<file path="config.mk">
export PLATFORM = sky130hd
export DESIGN_NAME = lane_merge_serializer
export DESIGN_NICKNAME = d
export VERILOG_FILES = /design/src/rtl/lane_merge_serializer.sv
export SDC_FILE = /design/constraint.sdc
export NUM_CORES = 1
export LEC_CHECK = 0
export CAP_MARGIN = 15
export CORE_MARGIN = 1.5
export CORE_UTILIZATION = 40
export DETAILED_ROUTE_END_ITERATION = 16
export GPL_TIMING_DRIVEN = 0
export PLACE_DENSITY_LB_ADDON = 0.05
export SETUP_SLACK_MARGIN = 0.1
export SYNTH_ARGS = -nofsm -noshare
export SYNTH_HDL_FRONTEND = slang
export SYNTH_SLANG_ARGS = --single-unit
</file>
<file path="constraint.sdc">
create_clock -name clk -period 5.05 [get_ports clk]
set_input_delay 1.01 -clock clk [delete_from_list [all_inputs] [get_ports clk]]
set_output_delay 1.01 -clock clk [all_outputs]
set_load 0.1 [all_outputs]
</file>
<file path="src/rtl/lane_merge_serializer.sv">
// lane_merge_serializer
// Captures a set of NUM_LANES parallel lane words and emits them one per
// cycle in ascending lane order over a valid/ready output port. The last
// lane of a set can overlap with the accept of the next set, so a continuous
// producer sees no bubble. Optionally skips lanes whose valid bit is clear.
module lane_merge_serializer #(
  parameter int NUM_LANES    = 4,
  parameter int DATA_W       = 8,
  parameter int SKIP_INVALID = 1
) (
  input  logic                          clk,
  input  logic                          reset,
  input  logic [NUM_LANES*DATA_W-1:0]   in_data,
  input  logic [NUM_LANES-1:0]          in_lane_valid,
  input  logic                          in_load,
  output logic                          in_ready,
  output logic [DATA_W-1:0]             out_data,
  output logic                          out_vbit,
  output logic [$clog2(NUM_LANES)-1:0]  out_lane,
  output logic                          out_valid,
  input  logic                          out_ready,
  output logic                          overflow
);

  localparam int PTR_W = $clog2(NUM_LANES);

  typedef enum logic {
    IDLE = 1'b0,
    SEND = 1'b1
  } state_t;

  // Registered state
  state_t                         state_q, state_d;
  logic [NUM_LANES-1:0]           mask_q, mask_d;
  logic [NUM_LANES*DATA_W-1:0]    data_q, data_d;
  logic [NUM_LANES-1:0]           vbit_q, vbit_d;
  logic [PTR_W-1:0]               ptr_q, ptr_d;
  logic                           ovf_q;

  // Combinational helpers
  logic [NUM_LANES-1:0]           ptr_onehot;
  logic [NUM_LANES-1:0]           rest_mask;
  logic [NUM_LANES-1:0]           new_mask;
  logic                           is_last;
  logic                           accept;

  // Index of the lowest set bit; zero for an empty mask.
  function automatic logic [PTR_W-1:0] lowest_lane(input logic [NUM_LANES-1:0] m);
    logic [PTR_W-1:0] idx;
    idx = '0;
    for (int i = NUM_LANES - 1; i >= 0; i--) begin
      if (m[i]) idx = PTR_W'(i);
    end
    return idx;
  endfunction

  // Pending lanes left after the current pointer lane is emitted. Bits below
  // the pointer are already clear, so the remaining lowest bit is the next lane.
  assign ptr_onehot = {{(NUM_LANES-1){1'b0}}, 1'b1} << ptr_q;
  assign rest_mask  = mask_q & ~ptr_onehot;
  assign is_last    = (rest_mask == '0);

  // With skipping disabled every lane is emitted, carrying its valid bit.
  assign new_mask = (SKIP_INVALID != 0) ? in_lane_valid : {NUM_LANES{1'b1}};

  // The only input-to-output combinational path: the last word being consumed
  // frees the holding registers for a new set in the same cycle.
  assign in_ready = (state_q == IDLE) || (is_last && out_ready);
  assign accept   = in_load && in_ready;

  // Outputs are selected purely from registered state.
  assign out_valid = (state_q == SEND);
  assign out_data  = data_q[ptr_q*DATA_W +: DATA_W];
  assign out_vbit  = vbit_q[ptr_q];
  assign out_lane  = ptr_q;
  assign overflow  = ovf_q;

  // Next-state logic: capture a new set on accept, otherwise step through lanes.
  always_comb begin
    // NOTE: every variable gets its hold value first so no path leaves it
    // unassigned; that is what keeps this block from inferring latches.
    state_d = state_q;
    mask_d  = mask_q;
    data_d  = data_q;
    vbit_d  = vbit_q;
    ptr_d   = ptr_q;

    if (accept) begin
      // In SEND an accept implies the last word is being consumed right now.
      data_d  = in_data;
      vbit_d  = in_lane_valid;
      mask_d  = new_mask;
      ptr_d   = lowest_lane(new_mask);
      state_d = (new_mask != '0) ? SEND : IDLE;
    end else if (state_q == SEND && out_ready) begin
      if (is_last) begin
        mask_d  = '0;
        ptr_d   = '0;
        state_d = IDLE;
      end else begin
        mask_d  = rest_mask;
        ptr_d   = lowest_lane(rest_mask);
      end
    end
  end

  // State register for the FSM, mask, pointer and holding registers.
  always_ff @(posedge clk or posedge reset) begin
    if (reset) begin
      // NOTE: the held lane data is cleared on reset so out_data reads zero
      // while idle; it is a handful of flops, not a RAM, so this is cheap.
      state_q <= IDLE;
      mask_q  <= '0;
      data_q  <= '0;
      vbit_q  <= '0;
      ptr_q   <= '0;
    end else begin
      // NOTE: sequential state uses non-blocking assignments so every flop
      // samples the pre-edge values regardless of statement order.
      state_q <= state_d;
      mask_q  <= mask_d;
      data_q  <= data_d;
      vbit_q  <= vbit_d;
      ptr_q   <= ptr_d;
    end
  end

  // Sticky overflow: an offer made while not ready is dropped and flagged.
  always_ff @(posedge clk or posedge reset) begin
    if (reset) begin
      ovf_q <= 1'b0;
    end else if (in_load && !in_ready) begin
      ovf_q <= 1'b1;
    end
  end

endmodule

</file>
==> results.json, run 1 <==
{
  "cts_setup_buffers": 0,
  "cp_slowest_stage_delay_ns": 1.20,
  "drive_gt1_share_pct": 30.77,
  "clockBufferDepth": 2,
  "cpMostUsedCell": "clkdlybuf4s50_1",
  "synth_edf_count": 0,
  "status": "completed",
  "period_minus_slack_ns": 4.481,
  "worstPathRequired_ns": 4.04,
  "multiInputGateArea_mm2": 0.001037,
  "worst_slew_pin_slew_ns": 0.9866,
  "min-delay-path-class": "flop to flop",
  "path_cells": "clkdlybuf4s50_1, nor3b_1, a31oi_1, o21ai_0, clkdlybuf4s50_1",
  "final_cell_mix": "clkdlybuf4s50_1, dfrtp_1, mux2_4",
  "clk_pin_slew_ns": 0.08,
  "cts-htree-levels": 2,
  "slew_headroom_pct": 34.02,
  "tns_ns": 0,
  "grt_usage_pct": 18.89,
  "gp_congestion": 0.8287,
  "ios": 54,
  "synth_seq_area_share_pct": 49.33,
  "ys_ff_latch": 44,
  "synth-main-ff-cell": "dfrtp_1",
  "routed_wl_um": 5066,
  "dr.pass1.iters": 4,
  "detailroute.via_count": 1490,
  "netlist_instances": 146,
  "via_per_inst": 5.321,
  "ant_nets": 0,
  "cts-buffers-inserted": 5,
  "die_area_mm2": 0.006037,
  "ctsResizeCount": 0,
  "hold_viol_final": 0,
  "crit_fanout": 6,
  "crit_path_top_delay_cell": "clkdlybuf4s50_1",
  "nFillCells": 452,
  "cts_tree": "built",
  "grt_pass1_vias": 1723,
  "async_reset_ff_share_pct": 100.0,
  "die_h_um": 77.70,
  "cp.arrival_ns": 3.47,
  "crit_type": "primary input to output port",
  "start_util_pct": 41.04,
  "reg2reg_to": "vbit_q[1]",
  "remaining_drc_errors": 0,
  "port_buffers": 53,
  "synth.distinct_cells": 30,
  "synth_area_mm2": 0.002232,
  "reg2reg_from": "out_lane[0]",
  "place_hpwl_um": 3550,
  "clk_latency_ns": 0.30,
  "path_buf_inv": 2,
  "syn2layout_area_growth_pct": 34.36,
  "yosys_warnings": 0,
  "fp.dieW_um": 77.70,
  "holdPathStages": 1,
  "path_delay_family": "buffers and inverters",
  "met1_length_um": 2294,
  "r2r_setup_slack_ns": 3.01,
  "synth.avg_cell_area_um2": 15.29,
  "worstHoldStart": "overflow",
  "final_common_cell": "clkdlybuf4s50_1",
  "setup_viol": 0,
  "fin_skew_ns": 0.009796,
  "start_kind": "primary input",
  "hold_end": "overflow",
  "antenna_found_initial": 0,
  "regArea_mm2": 0.001101,
  "clock-sinks": 44,
  "coreArea_mm2": 0.005439,
  "grt.overflow.total": 0,
  "ctsRootBufferMaster": "clkbuf_8",
  "endpoint_kind": "output port",
  "drv_cap": 0,
  "finalCritPeriodShare_pct": 88.73,
  "drtIter0Drc": 173,
  "nets": 247,
  "top_layer": "met4",
  "rows": 27,
  "rsz0062_at_grt": "false",
  "grt_pass1_wl_um": 8756,
  "route.met2.wl_um": 2377,
  "route.met3.wl_um": 298,
  "r2r_cells": 7,
  "antenna_cells": 0,
  "cts_hold_buffers": 0,
  "fmax_ghz": 0.2232,
  "drv_slew": 0,
  "routedWlPerCell_um": 18.09,
  "grt_max_degree": 30,
  "synth_nets": 186
}
==> worst max-delay path by stage <==
stage,start,to,cells past startpoint
floorplan,out_lane[0],in_ready,4
global placement,out_ready,in_ready,5
detailed placement,out_ready,in_ready,5
CTS,out_ready,in_ready,5
global route,out_ready,in_ready,5
finish,out_ready,in_ready,5
==> logic make-up (layout without fill, tap and decap cells) <==
kind of cell	Yosys count	in the layout	share of synthesized area (%)
and+or+nand+nor	16	16	3.868
DFF	44	44	49.33
buffers and inverters	14	76	4.204
muxes	48	48	34.70
AOI/OAI and AO/OA	24	24	7.904
==> flip-flops by register name (all words and copies together), names as in the netlist <==
name / cells
out_valid: 1
vbit_q: 4
mask_q: 4
out_lane: 2
data_q: 32
overflow: 1
==> cells in the mapped netlist, drive strengths merged, types with 3 or more instances <==
cell   instances  area share, %
dfrtp         44             49
mux2          37             25
mux4           9            9.1
buf            6            2.9
inv            6            1.0
o21ai          6            1.3
nand2          4           0.67
a31oi          3           0.84
nor2           3           0.50
==> per-layer routing <==
metal,vias up,track usage [%]
met1,750,25.17
met3,10,4.706
li1,672,-
met2,58,29.91
met4,0,6.545
met5,-,0
==> area by class of cell <==
type	instances	area share, %
Sequential cell	44	36.71
Multi-Input combinational cell	88	34.58
Timing Repair Buffer	54	18.36
Clock buffer	7	3.212
Tap cell	72	3.004
Buffer	8	2.378
Clock inverter	1	1.001
Inverter	6	0.7509
==> through the flow <==
step / utilization, % / instance area [um2] / std cells / hold WS [ns] / worst slack (ns)
floorplan: - / 2232 / 146 / 0.4753 / 0.2990
global placement: 52.45 / 2853 / 271 / 0.4635 / 0.6077
detailed placement: 52.82 / 2873 / 272 / 0.4658 / 0.5648
CTS: 55.14 / 2999 / 280 / 0.4882 / 0.5532
global route: 55.14 / 2999 / 280 / 0.5006 / 0.3845
finish: 55.14 / 2999 / 280 / 0.4895 / 0.5692
Power of run 1 is left out: the tool's default activity adds up to more than one toggle a clock period on the data nets, which glitch-free logic cannot reach.
==> run 2, diff against run 1 <==
--- a/config.mk
+++ b/config.mk
@@ -8,6 +8,7 @@
 export CAP_MARGIN = 15
 export CORE_MARGIN = 1.5
 export CORE_UTILIZATION = 40
+export CTS_CLUSTER_SIZE = 16
 export DETAILED_ROUTE_END_ITERATION = 16
 export GPL_TIMING_DRIVEN = 0
 export PLACE_DENSITY_LB_ADDON = 0.05
==> results of run 2 <==
The final DEF is identical to that of run 1; final timing and power are the same.
Power of run 2 is left out for the same reason.
==> run 3, diff against run 2 <==
--- a/config.mk
+++ b/config.mk
@@ -12,7 +12,7 @@
 export DETAILED_ROUTE_END_ITERATION = 16
 export GPL_TIMING_DRIVEN = 0
 export PLACE_DENSITY_LB_ADDON = 0.05
-export SETUP_SLACK_MARGIN = 0.1
+export REMOVE_ABC_BUFFERS = 1
 export SYNTH_ARGS = -nofsm -noshare
 export SYNTH_HDL_FRONTEND = slang
 export SYNTH_SLANG_ARGS = --single-unit
==> results.json, run 3 (same netlist as run 1, synthesis figures left out) <==
{
  "status": "completed",
  "cpMostUsedCell": "clkdlybuf4s50_1",
  "place_hpwl_um": 3072,
  "coreArea_mm2": 0.005439,
  "via_per_inst": 5.177,
  "path_cells": "clkdlybuf4s50_1, nor3b_1, a31oi_1, o21ai_0, clkdlybuf4s50_1",
  "reg_top3": "data_q: 32 flops, mask_q: 4 flops, vbit_q: 4 flops",
  "grt_pass1_vias": 1435,
  "reg2reg_from": "out_lane[0]",
  "endpoint_kind": "output port",
  "slew_headroom_pct": 32.96,
  "port_buffers": 53,
  "final_cell_mix": "clkdlybuf4s50_1, dfrtp_1, mux2_4",
  "grt.overflow.total": 0,
  "drtIter0Drc": 80,
  "clock-sinks": 44,
  "grt_max_degree": 45,
  "nets": 239,
  "ctsRootBufferMaster": "clkbuf_8",
  "route.met3.wl_um": 281,
  "min-delay-path-class": "flop to flop",
  "grt_pass1_wl_um": 7265,
  "period_minus_slack_ns": 4.538,
  "die_area_mm2": 0.006037,
  "clk_latency_ns": 0.30,
  "drv_cap": 0,
  "cp_slowest_stage_delay_ns": 1.21,
  "detailroute.via_count": 1403,
  "rows": 27,
  "fp.dieW_um": 77.70,
  "drv_slew": 0,
  "largest_reg_flops": 32,
  "clockBufferDepth": 2,
  "tns_ns": 0,
  "cts-buffers-inserted": 5,
  "dr.pass1.iters": 4,
  "setup_viol": 0,
  "ctsResizeCount": 0,
  "crit_fanout": 6,
  "r2r_setup_slack_ns": 2.29,
  "fin_skew_ns": 0.004603,
  "antenna_cells": 0,
  "antenna_found_initial": 0,
  "start_kind": "primary input",
  "reg2reg_to": "data_q[25]",
  "path_delay_family": "buffers and inverters",
  "cp.arrival_ns": 3.53,
  "rsz0062_at_grt": "false",
  "ios": 54,
  "routedWlPerCell_um": 16.81,
  "worst_slew_pin_slew_ns": 1.002,
  "top_layer": "met4",
  "grt_usage_pct": 15.62,
  "routed_wl_um": 4555,
  "cts_tree": "built",
  "syn2layout_area_growth_pct": 29.20,
  "fmax_ghz": 0.2204,
  "remaining_drc_errors": 0,
  "largest_register": "data_q",
  "cts_hold_buffers": 0,
  "final_common_cell": "clkdlybuf4s50_1",
  "finalCritPeriodShare_pct": 89.86,
  "ant_nets": 0,
  "start_util_pct": 41.04,
  "crit_type": "primary input to output port",
  "clk_pin_slew_ns": 0.08,
  "crit_end": "in_ready",
  "crit_start": "out_ready",
  "cp.depth": 5,
  "path_buf_inv": 2,
  "met1_length_um": 2149,
  "die_h_um": 77.70,
  "cts_setup_buffers": 0,
  "hold_viol_final": 0,
  "worstPathRequired_ns": 4.04,
  "cts-htree-levels": 2,
  "drive_gt1_share_pct": 29.15,
  "gp_congestion": 0.8616,
  "route.met2.wl_um": 2074,
  "crit_path_top_delay_cell": "clkdlybuf4s50_1",
  "r2r_cells": 5
}
[run 3: cell types whose count changed in the layout (fill, tap and decap cells not counted), sizes merged]
| cell | change |
|---|---|
| buf | -6 |
| bufinv | -1 |
| clkbuf | -4 |
| clkinvlp | +1 |
| clkinv | +1 |
[run 3: layout make-up]
| type | instances | area (um2) |
|---|---|---|
| multi-input combinational | 88 | 1039 |
| timing repair buffer | 54 | 550.5 |
| tap | 72 | 90.09 |
| clock inverter | 2 | 12.51 |
| fill | 466 | 2555 |
| clock buffer | 5 | 68.82 |
| sequential | 44 | 1101 |
| inverter | 6 | 22.52 |
[run 3: layer usage]
metal / global-route usage (%) / vias to the layer above
li1: - / 651
met3: 4.941 / 5
met5: 0 / -
met4: 4.364 / 0
met1: 21.66 / 694
met2: 23.57 / 53
[run 3: through the flow]
step,instances,hold WS (ns),util [%],cell area [um2],worst slack (ns)
after detailed placement,264,0.4731,51.53,2803,0.5670
after floorplan,138,0.4755,-,2161,0.06876
after CTS,271,0.4950,53.03,2884,0.5410
final,271,0.4883,53.03,2884,0.5123
after global routing,271,0.5055,53.03,2884,0.4212
after global placement,263,0.4667,51.14,2781,0.5788
[run 3: worst min path at each step]
stage          startpoint         end  slack (ns)  depth (start not counted)
6_report         overflow    overflow        0.49                          1
2_1_floorplan  data_q[25]  data_q[25]        0.48                          1
4_1_cts          overflow    overflow        0.49                          1
3_5_place_dp     overflow    overflow        0.47                          1
5_1_grt          overflow    overflow        0.51                          1
3_3_place_gp     overflow    overflow        0.47                          1
Power of run 3 is left out for the same reason.
